===== src/rtl/if_prefetch_queue.sv =====
// Instruction-fetch front end: owns the PC, issues one outstanding read at a time and
// buffers returned words with their addresses in a DEPTH-entry FIFO for the ID stage.
module if_prefetch_queue #(
  parameter int                    ADDR_WIDTH = 32,
  parameter int                    DATA_WIDTH = 32,
  parameter int                    DEPTH      = 4,
  parameter logic [ADDR_WIDTH-1:0] RESET_ADDR = '0,
  parameter int                    INST_BYTES = 4
) (
  input  logic                    clk,
  input  logic                    if_rst_n,
  input  logic                    redirect_en,
  input  logic [ADDR_WIDTH-1:0]   redirect_addr,
  output logic                    inst_ren,
  output logic [ADDR_WIDTH-1:0]   inst_addr,
  input  logic                    inst_ready,
  input  logic                    inst_rvalid,
  input  logic [DATA_WIDTH-1:0]   inst_data,
  output logic                    out_valid,
  input  logic                    out_ready,
  output logic [ADDR_WIDTH-1:0]   out_addr,
  output logic [DATA_WIDTH-1:0]   out_data,
  output logic [ADDR_WIDTH-1:0]   out_addr_next,
  output logic [$clog2(DEPTH):0]  count,
  output logic                    pending
);

  localparam int             PW      = $clog2(DEPTH);
  localparam int             CW      = PW + 1;
  localparam logic [CW:0]    DEPTH_C = (CW + 1)'(DEPTH);
  localparam logic [ADDR_WIDTH-1:0] STEP = ADDR_WIDTH'(INST_BYTES);

  logic [ADDR_WIDTH-1:0] pc;
  logic [ADDR_WIDTH-1:0] req_addr;
  logic                  drop;
  logic [PW-1:0]         wr_ptr;
  logic [PW-1:0]         rd_ptr;
  logic [ADDR_WIDTH-1:0] addr_mem [DEPTH];
  logic [DATA_WIDTH-1:0] data_mem [DEPTH];

  logic        accept;
  logic        complete;
  logic        push;
  logic        pop;
  logic [CW:0] reserved;

  // A FIFO slot is reserved as soon as a request is issued, so the queue cannot overflow.
  assign reserved = {1'b0, count} + {{CW{1'b0}}, pending};
  assign inst_ren = if_rst_n & ~redirect_en & (~pending | inst_rvalid) & (reserved < DEPTH_C);
  assign inst_addr = pc;

  assign accept   = inst_ren & inst_ready;
  assign complete = inst_rvalid & pending;
  assign push     = if_rst_n & complete & ~drop & ~redirect_en;
  assign pop      = if_rst_n & out_valid & out_ready & ~redirect_en;

  assign out_valid     = (count != '0);
  assign out_addr      = addr_mem[rd_ptr];
  assign out_data      = data_mem[rd_ptr];
  assign out_addr_next = out_addr + STEP;

  // NOTE: all state uses non-blocking assignments so every register sees pre-edge values.
  always_ff @(posedge clk) begin
    if (!if_rst_n) begin
      pc       <= RESET_ADDR;
      req_addr <= RESET_ADDR;
      pending  <= 1'b0;
      drop     <= 1'b0;
      count    <= '0;
      wr_ptr   <= '0;
      rd_ptr   <= '0;
    end else if (redirect_en) begin
      pc     <= redirect_addr;
      count  <= '0;
      wr_ptr <= '0;
      rd_ptr <= '0;
      // A stale request still in flight must have its response thrown away.
      if (pending) begin
        if (inst_rvalid) begin
          pending <= 1'b0;
          drop    <= 1'b0;
        end else begin
          drop    <= 1'b1;
        end
      end
    end else begin
      if (accept) begin
        pending  <= 1'b1;
        req_addr <= pc;
        pc       <= pc + STEP;
      end else if (complete) begin
        pending  <= 1'b0;
      end

      if (complete) drop <= 1'b0;

      if (push) wr_ptr <= wr_ptr + PW'(1);
      if (pop)  rd_ptr <= rd_ptr + PW'(1);

      case ({push, pop})
        2'b10:   count <= count + CW'(1);
        2'b01:   count <= count - CW'(1);
        default: count <= count;
      endcase
    end
  end

  // NOTE: the storage array is deliberately not reset; count gates every read of it.
  always_ff @(posedge clk) begin
    if (push) begin
      addr_mem[wr_ptr] <= req_addr;
      data_mem[wr_ptr] <= inst_data;
    end
  end

endmodule

===== config.mk =====
export PLATFORM = sky130hd
export DESIGN_NAME = if_prefetch_queue
export DESIGN_NICKNAME = d
export VERILOG_FILES = /design/src/rtl/if_prefetch_queue.sv
export SDC_FILE = /design/constraint.sdc
export NUM_CORES = 1
export LEC_CHECK = 0
export ABC_AREA = 1
export CAP_MARGIN = 25
export CELL_PAD_IN_SITES_DETAIL_PLACEMENT = 1
export CELL_PAD_IN_SITES_GLOBAL_PLACEMENT = 2
export CORE_UTILIZATION = 34
export CTS_CLUSTER_SIZE = 20
export DETAILED_ROUTE_END_ITERATION = 10
export PLACE_DENSITY = 0.78
export SLEW_MARGIN = 15
export SYNTH_ARGS = -nofsm -noshare
export SYNTH_HDL_FRONTEND = slang
export SYNTH_SLANG_ARGS = --single-unit

===== constraint.sdc =====
create_clock -name clk -period 5.55 [get_ports clk]
set_input_delay 1.11 -clock clk [delete_from_list [all_inputs] [get_ports clk]]
set_output_delay 1.11 -clock clk [all_outputs]
set_load 0.05 [all_outputs]

==> impl_metrics.py <==
metrics = {
    "outcome": {
        "outcome": "finished clean",
    },
    "cells_and_area": {
        "fillCellCount": 4952,
        "drive_above_1_share_pct": 6.96,
        "syn2layout_area_growth_pct": 24.8,
        "multi_input_area_sq_mm": 0.00492,
        "antenna_cells": 0,
        "finalCoreUtilization_pct": 43.1,
        "area.sequential_sq_mm": 0.00919,
        "finalNetCount": 1861,
    },
    "pwr": {
        "leakage_nw": 6.83,
        "power_w": 0.00535,
        "p_sw_w": 0.00117,
        "power_density_mw_per_mm2": 287,
        "power_switching_share_pct": 21.9,
        "pwr-share-comb_pct": 5.1,
        "clkPwrFrac_pct": 43.9,
        "ir_worst_vdd_v": 0.000169,
        "intPower_w": 0.00418,
        "seqPwrFrac_pct": 51.0,
    },
    "clock_network": {
        "cts_setup_buffers": 0,
        "cts_resized": 0,
        "htreeDepth": 2,
        "cts_buffers": 36,
        "clkTransAtPathRegs_ns": 0.06,
        "ctsHoldBuffers": 0,
        "worstSkewPairLatency_ns": 0.53,
        "clock_path_buffers": 3,
        "cts_tree": "done",
        "cts.root.buffer_cell": "clkbuf_16",
        "cts_sinks": 331,
    },
    "synthesis": {
        "synth-simple-area-share_pct": 23.2,
        "synthesis.nets": 1676,
        "synth_top_family_by_area": "simple AND/OR/NAND/NOR gates",
        "synth_warnings": 0,
        "syn_avg_cell_area_sq_um": 9.33,
        "muxShareOfSynthArea_pct": 0,
        "netlist_area_sq_mm": 0.0149,
        "synth_cells": 1598,
        "synth.distinct_cells": 35,
        "synth_xor_area_share_pct": 1.47,
        "synth-compound-area-share_pct": 7.38,
        "ys_seq_area_share_pct": 61.7,
        "synth_fa_ha_area_share_pct": 0.722,
        "ys_seq_elements": 331,
    },
    "sta": {
        "worstMarginPinSlew_ns": 1.06,
        "rsz0062_at_grt": "no",
        "fin_skew_ns": 0.0116,
        "fin_setup_tns_ns": 0,
        "finalSetupViolCount": 0,
        "min_period_over_period_pct": 90.9,
        "finalHoldViolCount": 0,
        "drv_slew": 0,
        "relSlewSlack_pct": 29.3,
        "max_freq_mhz": 198,
        "min_period_ns": 5.05,
    },
    "worst_setup_path": {
        "path_class": "reg -> out",
        "end_kind": "primary output",
        "cp-start-kind": "flop",
        "cp_max_fo": 66,
        "arrival_ns": 3.94,
        "worstPathRequired_ns": 4.44,
    },
    "placed_design": {
        "port_buffers": 203,
        "gp_congestion": 0.831,
        "dp_hpwl_mm": 28.8,
    },
    "floorplanning": {
        "die_area_sq_mm": 0.0447,
        "num_io_pins": 204,
        "die_w_microns": 211,
        "start_util_pct": 34.5,
        "design.core.area_sq_mm": 0.0432,
        "num_rows": 76,
        "die_h_microns": 211,
    },
    "global_routing": {
        "grt_pass1_vias": 12049,
        "overflow": 0,
        "antenna_found_initial": 0,
        "grt_max_degree": 71,
        "grt_pass1_wl_mm": 67.5,
        "grt_usage_pct": 19.6,
    },
    "detailed_routing": {
        "drc": 0,
        "drtPass1Iterations": 5,
        "drt_first_iter_violations": 502,
        "wl_per_cell_microns": 17.9,
        "via_count": 11542,
        "drt.antenna.violating_nets": 0,
        "vias_per_cell": 4.82,
        "routed_wl_mm": 42.9,
    },
    "min_path": {
        "hold_path_class": "reg -> reg",
    },
    "job": {
        "cap_violations": 0,
    },
}
==> layer usage <==
metal	share of wire, %	up-vias	global-route usage [%]
li1	-	5697	-
met1	48	5595	26.9
met2	47	207	32.4
met3	3.7	43	2.98
met4	1.6	0	4.92
met5	0	-	0
==> cell type report <==
cell class / count / share of cell area (%)
well taps: 585 / 3.93
multi-input cells: 1087 / 26.4
clock buffers: 45 / 5.19
repair buffers: 220 / 11.7
inverters: 107 / 2.17
flip-flops and latches: 331 / 49.4
clock inverters: 20 / 1.10
==> Yosys cell counts, drive strengths merged <==
master | n | area (sq um)
xnor2 | 4 | 35.0
nand3 | 111 | 561
buf | 41 | 304
xor2 | 21 | 184
a31oi | 6 | 37.5
a32oi | 1 | 8.76
fa | 1 | 20.0
clkinv | 2 | 7.51
edfxtp | 256 | 7690
dfxtp | 75 | 1500
nand3b | 1 | 7.51
o22ai | 34 | 213
inv | 105 | 397
nand2 | 507 | 1960
or2 | 3 | 18.8
o21bai | 1 | 7.51
a21oi | 59 | 295
ha | 7 | 87.6
clkbuf | 32 | 120
a211oi | 1 | 7.51
nor2 | 211 | 832
nor3 | 6 | 35.0
o21ai | 106 | 531
nand4 | 7 | 43.8
==> kinds of logic (layout without fill, tap and decap cells) <==
kind of cell / Yosys count / in the layout
compound gates: 208 / 208
buf+inv: 180 / 392
flops: 331 / 331
fa+ha+maj: 8 / 8
xor+xnor: 25 / 25
simple gates: 846 / 846
==> state kept, by name (all words and copies together) (netlist names), named ones only <==
register   cells
addr_mem     128
data_mem     128
inst_addr     32
req_addr      32
count          3
rd_ptr         2
wr_ptr         2
drop           1
pending        1
==> cell usage in the layout, fill, tap and decap left out, types with 24 or more instances in the layout <==
| cell type | instances |
|---|---|
| o21ai_0 | 95 |
| a21oi_1 | 59 |
| clkdlybuf4s50_1 | 203 |
| edfxtp_1 | 256 |
| nand3_1 | 110 |
| nand2_1 | 483 |
| nor2_1 | 195 |
| dfxtp_1 | 73 |
| o22ai_1 | 34 |
| clkbuf_16 | 36 |
| inv_1 | 97 |
| nand2_2 | 24 |
==> power by group through the flow <==
| stage | registers, W | logic (W) | clock network, W |
|---|---|---|---|
| 2_1_floorplan | 0.00281 | 0.0000984 | 0 |
| 3_3_place_gp | 0.00278 | 0.000271 | 0 |
| 3_5_place_dp | 0.00278 | 0.000275 | 0 |
| 4_1_cts | 0.00272 | 0.000277 | 0.00241 |
| 5_1_grt | 0.00273 | 0.000297 | 0.00250 |
| 6_report | 0.00273 | 0.000275 | 0.00235 |
==> worst paths after layout <==
| check | to | slack [ns] | cells after the start | from |
|---|---|---|---|---|
| worst min register to register | drop | 0.50 | 2 | drop |
| worst max-delay path | out_addr_next[16] | 0.50 | 11 | flop |
| worst max register to register | addr_mem[2][2] | 3.05 | 5 | pending |
| worst min-delay path | drop | 0.50 | 2 | drop |
==> worst max-delay path, stage by stage, from the launching register on <==
cell             delay (ns)
dfxtp_4                0.55
inv_4                  0.56
nand2_1                0.12
nand2_1                0.09
nand2_1                0.05
nand2_1                0.13
ha_1                   0.32
nand2_1                0.18
nor2_2                 0.23
nand2_1                0.10
xor2_1                 0.18
clkdlybuf4s50_1        0.84
==> through the flow <==
stage | setup WS, ns | std cells | hold WS (ns) | area [sq um]
after floorplan | 0.598 | 1598 | 0.436 | 14900
after global placement | 1.02 | 2330 | 0.456 | 17400
after detailed placement | 0.973 | 2330 | 0.487 | 17400
after CTS | 0.398 | 2395 | 0.501 | 18600
after global routing | 0.186 | 2395 | 0.518 | 18600
final | 0.505 | 2395 | 0.497 | 18600
No activity file was read; power rests on OpenSTA's default activity.
